### src/rtl/trng_pkg.sv
// Shared constants for the TRNG register bank: register map, ISR bit
// positions, debug_ctrl bit positions and register reset values.
package trng_pkg;

    // APB address width and register payload widths
    localparam int unsigned APB_AW = 12;
    localparam int unsigned ISR_W  = 4;
    localparam int unsigned DBG_W  = 4;

    // Register map (byte addresses)
    localparam logic [APB_AW-1:0] ADDR_IMR        = 12'h100;
    localparam logic [APB_AW-1:0] ADDR_ISR        = 12'h104;
    localparam logic [APB_AW-1:0] ADDR_ICR        = 12'h108;
    localparam logic [APB_AW-1:0] ADDR_CONFIG     = 12'h10C;
    localparam logic [APB_AW-1:0] ADDR_VALID      = 12'h110;
    localparam logic [APB_AW-1:0] ADDR_EHR_DATA0  = 12'h114;
    localparam logic [APB_AW-1:0] ADDR_SRC_EN     = 12'h12C;
    localparam logic [APB_AW-1:0] ADDR_SAMPLE_CNT = 12'h130;
    localparam logic [APB_AW-1:0] ADDR_TMO_LIMIT  = 12'h134;
    localparam logic [APB_AW-1:0] ADDR_DEBUG_CTRL = 12'h138;
    localparam logic [APB_AW-1:0] ADDR_RST_BITS   = 12'h140;

    // ISR bit indices
    localparam int unsigned ISR_EHR_VALID = 0;
    localparam int unsigned ISR_AUTOCORR  = 1;
    localparam int unsigned ISR_CRNGT     = 2;
    localparam int unsigned ISR_WATCHDOG  = 3;

    // debug_ctrl bit indices
    localparam int unsigned DBG_SRC_DIV         = 0;
    localparam int unsigned DBG_VNC_BYPASS      = 1;
    localparam int unsigned DBG_CRNGT_BYPASS    = 2;
    localparam int unsigned DBG_AUTOCORR_BYPASS = 3;

    // Reset values; consumers cast these to their configured widths
    localparam logic [ISR_W-1:0] IMR_RST        = 4'hF;
    localparam int unsigned      SAMPLE_CNT_RST = 1000;
    localparam logic [31:0]      TMO_LIMIT_RST  = 32'hFFFF_FFFF;

endpackage

### src/rtl/trng_irq_ctrl.sv
// Interrupt block: mask register, status register with write-1-to-clear
// where a hardware set in the same cycle wins, and the registered irq line.
module trng_irq_ctrl
    import trng_pkg::*;
(
    input  logic             rng_clk,
    input  logic             rst_n,
    input  logic             imr_we,
    input  logic [ISR_W-1:0] imr_wdata,
    input  logic             icr_we,
    input  logic [ISR_W-1:0] icr_wdata,
    input  logic [ISR_W-1:0] isr_set,
    output logic [ISR_W-1:0] imr,
    output logic [ISR_W-1:0] isr,
    output logic             irq
);

    logic [ISR_W-1:0] isr_clr;

    // Clear vector is only live during an ICR write
    always_comb begin
        isr_clr = '0;
        if (icr_we) begin
            isr_clr = icr_wdata;
        end
    end

    // Interrupt mask register
    always_ff @(posedge rng_clk or negedge rst_n) begin
        if (!rst_n) begin
            imr <= IMR_RST;
        end else if (imr_we) begin
            imr <= imr_wdata;
        end
    end

    // Status register: set terms are OR'd after the clear so they win
    always_ff @(posedge rng_clk or negedge rst_n) begin
        if (!rst_n) begin
            isr <= '0;
        end else begin
            isr <= (isr & ~isr_clr) | isr_set;
        end
    end

    // irq follows the masked status one cycle later
    always_ff @(posedge rng_clk or negedge rst_n) begin
        if (!rst_n) begin
            irq <= 1'b0;
        end else begin
            irq <= |(isr & ~imr);
        end
    end

endmodule

### src/rtl/trng_reg_file_mc.sv
// TRNG register bank and control sequencer: APB register map, EHR read
// tracking, debug EHR writes, datapath reset pulse and interrupt sources.
// Optional collection watchdog is built when TRNG_WATCHDOG_EN is defined.
module trng_reg_file_mc
    import trng_pkg::*;
#(
    parameter int unsigned EHR_WORDS    = 6,
    parameter int unsigned NUM_SRC      = 4,
    parameter int unsigned SAMPLE_CNT_W = 32,
    parameter int unsigned TMO_W        = 24,
    localparam int unsigned SRC_SEL_W   = $clog2(NUM_SRC)
) (
    input  logic                    rng_clk,
    input  logic                    rst_n,
    input  logic                    psel,
    input  logic                    penable,
    input  logic                    pwrite,
    input  logic [APB_AW-1:0]       paddr,
    input  logic [31:0]             pwdata,
    output logic [31:0]             prdata,
    input  logic                    rng_debug_enable,
    input  logic                    ehr_valid,
    input  logic [32*EHR_WORDS-1:0] ehr_data,
    input  logic                    autocorr_err,
    input  logic                    crngt_err,
    input  logic                    prng_busy,
    input  logic                    prng_ehr_rd,
    output logic [SRC_SEL_W-1:0]    rnd_src_sel,
    output logic                    rnd_src_en,
    output logic [SAMPLE_CNT_W-1:0] sample_cnt,
    output logic [DBG_W-1:0]        debug_ctrl,
    output logic                    trng_valid,
    output logic                    cpu_ehr_wr,
    output logic [2:0]              cpu_ehr_wr_idx,
    output logic                    rst_trng_logic,
    output logic                    trng_busy,
    output logic                    irq
);

    logic                 wr_acc;
    logic                 rd_acc;
    logic [APB_AW-1:0]    ehr_off;
    logic [APB_AW-3:0]    ehr_word_sel;
    logic [2:0]           ehr_idx;
    logic                 fixed_hit;
    logic                 ehr_sel;
    logic                 ehr_rd_ok;
    logic                 ehr_cpu_rd;
    logic                 ehr_dbg_wr;
    logic                 ehr_last_wr;
    logic [31:0]          ehr_rd_word;
    logic [EHR_WORDS-1:0] rd_mask;
    logic [EHR_WORDS-1:0] rd_mask_set;
    logic                 rd_mask_full;
    logic                 we_imr;
    logic                 we_icr;
    logic                 we_config;
    logic                 we_src_en;
    logic                 we_sample_cnt;
    logic                 we_tmo_limit;
    logic                 we_debug_ctrl;
    logic                 we_rst_bits;
    logic [SRC_SEL_W-1:0] trng_config;
    logic                 src_en_d;
    logic                 trng_valid_d;
    logic                 tmo_hit;
    logic [31:0]          tmo_limit_rd;
    logic [ISR_W-1:0]     isr_set;
    logic [ISR_W-1:0]     imr;
    logic [ISR_W-1:0]     isr;

    // APB access qualification and address decode
    assign wr_acc       = psel & penable & pwrite;
    assign rd_acc       = psel & penable & ~pwrite;
    assign ehr_off      = paddr - ADDR_EHR_DATA0;
    assign ehr_word_sel = ehr_off[APB_AW-1:2];
    assign ehr_idx      = ehr_word_sel[2:0];
    assign fixed_hit    = paddr inside {ADDR_IMR, ADDR_ISR, ADDR_ICR, ADDR_CONFIG,
                                        ADDR_VALID, ADDR_SRC_EN, ADDR_SAMPLE_CNT,
                                        ADDR_TMO_LIMIT, ADDR_DEBUG_CTRL, ADDR_RST_BITS};
    assign ehr_sel      = (paddr >= ADDR_EHR_DATA0) && (ehr_off[1:0] == 2'b00) &&
                          (ehr_word_sel < (APB_AW-2)'(EHR_WORDS)) && !fixed_hit;

    assign we_imr        = wr_acc & (paddr == ADDR_IMR);
    assign we_icr        = wr_acc & (paddr == ADDR_ICR);
    assign we_config     = wr_acc & (paddr == ADDR_CONFIG);
    assign we_src_en     = wr_acc & (paddr == ADDR_SRC_EN);
    assign we_sample_cnt = wr_acc & (paddr == ADDR_SAMPLE_CNT);
    assign we_tmo_limit  = wr_acc & (paddr == ADDR_TMO_LIMIT);
    assign we_debug_ctrl = wr_acc & (paddr == ADDR_DEBUG_CTRL);
    assign we_rst_bits   = wr_acc & (paddr == ADDR_RST_BITS);

    // EHR access qualification: CPU reads only outside debug and PRNG ownership
    assign ehr_rd_ok    = trng_valid & ~prng_busy & ~rng_debug_enable;
    assign ehr_cpu_rd   = rd_acc & ehr_sel & ehr_rd_ok;
    assign ehr_dbg_wr   = wr_acc & ehr_sel & rng_debug_enable & ~rnd_src_en & ~trng_valid;
    assign ehr_last_wr  = ehr_dbg_wr & (ehr_idx == 3'(EHR_WORDS-1));
    assign rd_mask_full = &rd_mask;

    // Select the addressed EHR word and its read-tracking bit
    always_comb begin
        ehr_rd_word = '0;
        rd_mask_set = '0;
        for (int i = 0; i < EHR_WORDS; i++) begin
            if (ehr_idx == 3'(i)) begin
                ehr_rd_word    = ehr_data[32*i +: 32];
                rd_mask_set[i] = ehr_cpu_rd;
            end
        end
    end

    // Read data mux; fixed registers take precedence over the EHR window
    always_comb begin
        prdata = '0;
        case (paddr)
            ADDR_IMR:        prdata = 32'(imr);
            ADDR_ISR:        prdata = 32'(isr);
            ADDR_CONFIG:     prdata = 32'(trng_config);
            ADDR_VALID:      prdata = 32'(trng_valid);
            ADDR_SRC_EN:     prdata = 32'(rnd_src_en);
            ADDR_SAMPLE_CNT: prdata = 32'(sample_cnt);
            ADDR_TMO_LIMIT:  prdata = tmo_limit_rd;
            ADDR_DEBUG_CTRL: prdata = 32'(debug_ctrl);
            default: begin
                if (ehr_sel && ehr_rd_ok) begin
                    prdata = ehr_rd_word;
                end
            end
        endcase
    end

    // Source select configuration
    always_ff @(posedge rng_clk or negedge rst_n) begin
        if (!rst_n) begin
            trng_config <= '0;
        end else if (we_config) begin
            trng_config <= pwdata[SRC_SEL_W-1:0];
        end
    end
    assign rnd_src_sel = trng_config;

    // Source enable; an autocorrelation failure overrides a CPU write
    always_ff @(posedge rng_clk or negedge rst_n) begin
        if (!rst_n) begin
            rnd_src_en <= 1'b0;
        end else if (autocorr_err) begin
            rnd_src_en <= 1'b0;
        end else if (we_src_en) begin
            rnd_src_en <= pwdata[0];
        end
    end

    // Sampling period
    always_ff @(posedge rng_clk or negedge rst_n) begin
        if (!rst_n) begin
            sample_cnt <= SAMPLE_CNT_W'(SAMPLE_CNT_RST);
        end else if (we_sample_cnt) begin
            sample_cnt <= pwdata[SAMPLE_CNT_W-1:0];
        end
    end

    // Debug datapath controls, writable only in the debug lifecycle state
    always_ff @(posedge rng_clk or negedge rst_n) begin
        if (!rst_n) begin
            debug_ctrl <= '0;
        end else if (we_debug_ctrl && rng_debug_enable) begin
            debug_ctrl[DBG_SRC_DIV]         <= pwdata[DBG_SRC_DIV];
            debug_ctrl[DBG_VNC_BYPASS]      <= pwdata[DBG_VNC_BYPASS];
            debug_ctrl[DBG_CRNGT_BYPASS]    <= pwdata[DBG_CRNGT_BYPASS];
            debug_ctrl[DBG_AUTOCORR_BYPASS] <= pwdata[DBG_AUTOCORR_BYPASS];
        end
    end

    // Edge-detect history; src_en_d resets high so reset exit is not an edge
    always_ff @(posedge rng_clk or negedge rst_n) begin
        if (!rst_n) begin
            src_en_d     <= 1'b1;
            trng_valid_d <= 1'b0;
        end else begin
            src_en_d     <= rnd_src_en;
            trng_valid_d <= trng_valid;
        end
    end

    // Datapath reset pulse
    always_ff @(posedge rng_clk or negedge rst_n) begin
        if (!rst_n) begin
            rst_trng_logic <= 1'b0;
        end else begin
            rst_trng_logic <= (rnd_src_en & ~src_en_d) | we_sample_cnt |
                              (we_rst_bits & rng_debug_enable & ~rnd_src_en);
        end
    end

    // EHR valid flag; any clear source beats a set in the same cycle
    always_ff @(posedge rng_clk or negedge rst_n) begin
        if (!rst_n) begin
            trng_valid <= 1'b0;
        end else if (prng_ehr_rd || rst_trng_logic || rd_mask_full) begin
            trng_valid <= 1'b0;
        end else if (ehr_valid || ehr_last_wr) begin
            trng_valid <= 1'b1;
        end
    end

    // Order-independent tracking of which EHR words the CPU has consumed
    always_ff @(posedge rng_clk or negedge rst_n) begin
        if (!rst_n) begin
            rd_mask <= '0;
        end else if (rst_trng_logic || rd_mask_full) begin
            rd_mask <= '0;
        end else begin
            rd_mask <= rd_mask | rd_mask_set;
        end
    end

    // Debug EHR write strobe and word index
    always_ff @(posedge rng_clk or negedge rst_n) begin
        if (!rst_n) begin
            cpu_ehr_wr     <= 1'b0;
            cpu_ehr_wr_idx <= '0;
        end else begin
            cpu_ehr_wr <= ehr_dbg_wr;
            if (ehr_dbg_wr) begin
                cpu_ehr_wr_idx <= ehr_idx;
            end
        end
    end

    assign trng_busy = rnd_src_en & ~trng_valid & ~ehr_valid;

`ifdef TRNG_WATCHDOG_EN
    logic [TMO_W-1:0] tmo_limit;
    logic [TMO_W-1:0] tmo_cnt;

    // Watchdog limit register
    always_ff @(posedge rng_clk or negedge rst_n) begin
        if (!rst_n) begin
            tmo_limit <= TMO_W'(TMO_LIMIT_RST);
        end else if (we_tmo_limit) begin
            tmo_limit <= pwdata[TMO_W-1:0];
        end
    end

    // Collection watchdog; restarts from 0 on reaching the limit
    assign tmo_hit      = rnd_src_en & ~trng_valid & (tmo_cnt >= tmo_limit);
    assign tmo_limit_rd = 32'(tmo_limit);

    always_ff @(posedge rng_clk or negedge rst_n) begin
        if (!rst_n) begin
            tmo_cnt <= '0;
        end else if (!rnd_src_en || trng_valid || rst_trng_logic || tmo_hit) begin
            tmo_cnt <= '0;
        end else begin
            tmo_cnt <= tmo_cnt + TMO_W'(1);
        end
    end
`else
    logic unused_tmo_we;

    assign unused_tmo_we = we_tmo_limit;
    assign tmo_hit       = 1'b0;
    assign tmo_limit_rd  = 32'({TMO_W{1'b0}});
`endif

    // Interrupt sources, each captured as a one-cycle set request
    always_comb begin
        isr_set               = '0;
        isr_set[ISR_EHR_VALID] = trng_valid & ~trng_valid_d;
        isr_set[ISR_AUTOCORR]  = autocorr_err;
        isr_set[ISR_CRNGT]     = crngt_err;
        isr_set[ISR_WATCHDOG]  = tmo_hit;
    end

    trng_irq_ctrl u_irq_ctrl (
        .rng_clk   (rng_clk),
        .rst_n     (rst_n),
        .imr_we    (we_imr),
        .imr_wdata (pwdata[ISR_W-1:0]),
        .icr_we    (we_icr),
        .icr_wdata (pwdata[ISR_W-1:0]),
        .isr_set   (isr_set),
        .imr       (imr),
        .isr       (isr),
        .irq       (irq)
    );

endmodule

### config.mk
export PLATFORM = sky130hd
export DESIGN_NAME = trng_reg_file_mc
export DESIGN_NICKNAME = d
export VERILOG_FILES = /design/src/rtl/trng_pkg.sv /design/src/rtl/trng_irq_ctrl.sv /design/src/rtl/trng_reg_file_mc.sv
export SDC_FILE = /design/constraint.sdc
export NUM_CORES = 1
export LEC_CHECK = 0
export CORE_AREA = 2 2 127 129
export DETAILED_ROUTE_END_ITERATION = 10
export DIE_AREA = 0 0 129 131
export GPL_ROUTABILITY_DRIVEN = 0
export PLACE_DENSITY = 0.72
export REMOVE_ABC_BUFFERS = 1
export SYNTH_ARGS = -nofsm -noshare
export SYNTH_HDL_FRONTEND = slang
export SYNTH_HIERARCHICAL = 1
export SYNTH_SLANG_ARGS = --single-unit
### constraint.sdc
create_clock -name rng_clk -period 2.5 [get_ports rng_clk]
set_input_delay 0.25 -clock rng_clk [delete_from_list [all_inputs] [get_ports rng_clk]]
set_output_delay 0.25 -clock rng_clk [all_outputs]
set_load 0.02 [all_outputs]
==> key figures, run 1 <==
Clocking
  • Register clock-pin slew on the reported worst setup and hold paths: 0.06 ns
  • Root Driver: clkbuf_16
  • CTS H-tree lvls: 3
  • CTS max path bufs: 2
  • Worst-skew pair later-pin latency: 0.33 ns
  • CTS tree: yes
  • CTS Sinks: 62
  • Num CTS Buffers: 9

Floorplanning
  • Full die area: roughly 17000 µm²
  • Starting Density: 0.304
  • Num ports: about 330
  • Die Span Y: 131 µm
  • Core ar.: ~16000 µm²
  • Rows: 46
  • Chip Width: roughly 130 µm

Min path
  • Hold Path Class: primary input to flip-flop
  • Hold Crit Depth: 4

Job
  • MaxCap Viol Count: 0

Detailed routing
  • Via count: ~6400
  • Drt first pass iters: 5
  • DR WL/cell: approximately 21 µm
  • DR vias/cell: 5.31
  • DRC violations left: 0
  • Final ANT Viol Nets: 0
  • DRT Wirelength: 25000 µm
  • DR iter-0 viols: 437

Timing
  • Final min period: roughly 2.8 ns
  • Slew headroom: 0.587
  • Final WS setup: -0.274 ns
  • Clock Skew: around 0.0043 ns
  • Unrepaired setup endpoints after global routing: yes
  • Crit share post-route: 1.11
  • FMAX: approximately 0.36 GHz
  • Hold Worst Slack: 0.344 ns
  • Measured slew at the worst slew-check pin: 0.620 ns
  • TNS Setup: -5.88 ns
  • Fin. max-slew vios: 0
  • Final Hold Violating Endpoints: 0
  • Setup-failing EPs final: 29

GRT
  • Vias in the first global route: around 6000
  • Initial antenna violation count: 0
  • Global Route Usage Sum: 0.271
  • Largest net degree at the start of global routing: 39
  • Total global routing overflow: 0
  • First-pass GRT wire length: ~35000 µm

Run status
  • Status: finished, violations left
  • Violated checks: negative setup slack

Synth
  • Synth top cells by count: 79 x nand2_1, 78 x nor2_1, 63 x o21ai_0, 51 x dfrtp_1, 43 x clkbuf_1
  • Post-synth top area share: 0.269
  • Predominant post-synthesis flop cell: dfrtp_1
  • Sequential area share after synthesis: 0.330
  • Mapped Cells: 580
  • YS warnings: 6
  • Mapped cell area: roughly 4700 µm²
  • Post-synth EDFFs: 0
  • Synth cell types: 57
  • Avg Cell Area, Syn: 8.17 µm²
  • Asr flop ratio synth: 1.00
  • Largest cells by area after synthesis: dfrtp_1 27%, mux2_2 9.5%, o21ai_0 6.7%
  • Most common cell in the netlist: nand2_1
  • Cell taking the most area after synthesis: dfrtp_1
  • #FFs+latches synth: 62

Setup path
  • Crit-path cells: buf_8, buf_6, o21a_4, o21ai_4, buf_6, or3_1, a32o_2, or4_4, buf_12, buf_12, o21ai_2, buf_6
  • CP max-delay cell: or4_4
  • Most frequent CP cell: buf_6
  • Delay of the slowest critical-path stage: 0.53 ns
  • CP Max Fanout: 7
  • Worst-case reg-to-reg path depth: 5
  • Startpoint Class: primary input
  • Worst EP arrival: 2.52 ns
  • Critical Path RT: approximately 2.3 ns
  • Critical path type: primary input to primary output
  • Worst Setup End Kind: primary output

Cells and area
  • Fraction of layout cells with a size suffix above 1: 0.294
  • Antenna Cells: 0
  • Nets@finish: 1233
  • Cell Count, Final, Fillers Out: between 1000 and 1500
  • # fillers: approximately 1300
  • Synth-to-Final Area Change: 109%
  • Post-layout util: 0.634

Place
  • DP HPWL: 18400 µm
  • Port bufs: approximately 330
  • Placed insts: around 1200

Power
  • Maximum VDD drop: between 0.2 and 0.3 mV
  • Static leakage: roughly 0.0041 µW
  • Total Power: roughly 3300 µW
  • Total power density per cell area: ~330 nW/µm²
==> where the power goes <==
part	total, µW	switching, µW	internal, µW	leakage, µW
logic	1070	437	629	0.00315
registers	1010	2.04	1010	0.000792
clock network	1210	521	692	0.000139
total	3290	960	2330	0.00408
==> cell type report <==
class / count / area (µm²) / share of cell area
Timing Repair Buffer: 441 / 4350 / 0.440
Tap cell: 216 / 270 / 0.0273
Clock buffer: 9 / 225 / 0.0228
Multi-Input combinational cell: 455 / 3360 / 0.340
Clock inverter: 7 / 62.6 / 0.00633
Sequential cell: 62 / 1570 / 0.158
Inverter: 12 / 50.0 / 0.00506
==> worst max-delay path, delay by kind of cell <==
family	cells	cell delay, ns
AOI/OAI and AO/OA	4	0.61
buffers and inverters	6	0.76
and+or+nand+nor	2	0.88
==> through the flow <==
stage | setup slack, ns | instance area [µm²]
2_1_floorplan | -1.15 | 4510
3_3_place_gp | -1.14 | 8940
3_5_place_dp | -1.21 | 8940
4_1_cts | -0.255 | 9430
5_1_grt | -0.303 | 9880
6_report | -0.274 | 9880
==> metal layers <==
layer / GRT usage / up-vias / wire (µm)
met5: 0 / - / 0
met4: 0.0985 / 0 / 879
met3: 0.0521 / 67 / 1850
met2: 0.456 / 342 / 12500
met1: 0.348 / 3010 / 9820
li1: - / 2968 / -
==> timing repair <==
item	in CTS	in global routing
pin swaps	21	36
cloned	1	0
hold endpoints to repair	19	0
gates resized for setup	283	130
setup endpoints to repair	40	32
hold buffers	1	0
buffers inserted	5	14
==> worst paths after layout <==
check                                start           endpoint  slack (ns)
worst min register to register  rd_mask[5]         rd_mask[5]        0.48
worst max-delay path              paddr[2]          prdata[5]       -0.27
max in group asynchronous            rst_n           src_en_d        1.34
worst min-delay path              paddr[2]  cpu_ehr_wr_idx[0]        0.34
min in group asynchronous            rst_n     sample_cnt[15]        0.48
worst max register to register  trng_valid  cpu_ehr_wr_idx[0]        0.39
==> state kept, by name (all words and copies together), names as in the netlist <==
register / count
rnd_src_sel: 2
rd_mask: 6
cpu_ehr_wr_idx: 3
rnd_src_en: 1
sample_cnt: 32
u_irq_ctrl/isr: 4
trng_valid: 1
rst_trng_logic: 1
u_irq_ctrl/imr: 4
trng_valid_d: 1
cpu_ehr_wr: 1
debug_ctrl: 4
u_irq_ctrl/irq: 1
src_en_d: 1
==> cells by family (layout without fill, tap and decap cells) <==
kind of cell | count (synthesis) | after routing | share of synthesized area
AO/OA/AOI/OAI | 201 | 201 | 0.304
XOR/XNOR | 1 | 1 | 0.00185
adder cells (fa/ha/maj) | 5 | 5 | 0.0132
buffers and inverters | 63 | 469 | 0.0565
flip-flops | 62 | 62 | 0.330
multiplexers | 45 | 45 | 0.107
other | 1 | 1 | 0.000792
AND/OR/NAND/NOR | 202 | 202 | 0.186
==> cells in the final DEF (no fill, tap or decap), drive strengths merged, types with 3 or more instances in the layout <==
master           n
clkdlybuf4s50  280
buf            150
nand2           79
nor2            78
o21ai           69
dfrtp           51
mux2            44
a21o            34
a221oi          32
o311ai          32
inv             15
clkbuf          13
dfstp           11
nor3             7
nand2b           5
a222oi           5
dlygate4sd2      5
nand3            5
a21oi            5
ha               5
a211o            4
nor2b            4
nor3b            3
nor4             3
or3              3
o31ai            3
o41ai            3
clkinv           3
Power figures use the tool's default switching activity.
==> run 2, diff against run 1 <==
--- a/config.mk
+++ b/config.mk
@@ -6,6 +6,7 @@
 export NUM_CORES = 1
 export LEC_CHECK = 0
 export CORE_AREA = 2 2 127 129
+export CTS_CLUSTER_SIZE = 25
 export DETAILED_ROUTE_END_ITERATION = 10
 export DIE_AREA = 0 0 129 131
 export GPL_ROUTABILITY_DRIVEN = 0
==> results of run 2 <==
Final layout, timing and power as in run 1 (identical DEF).
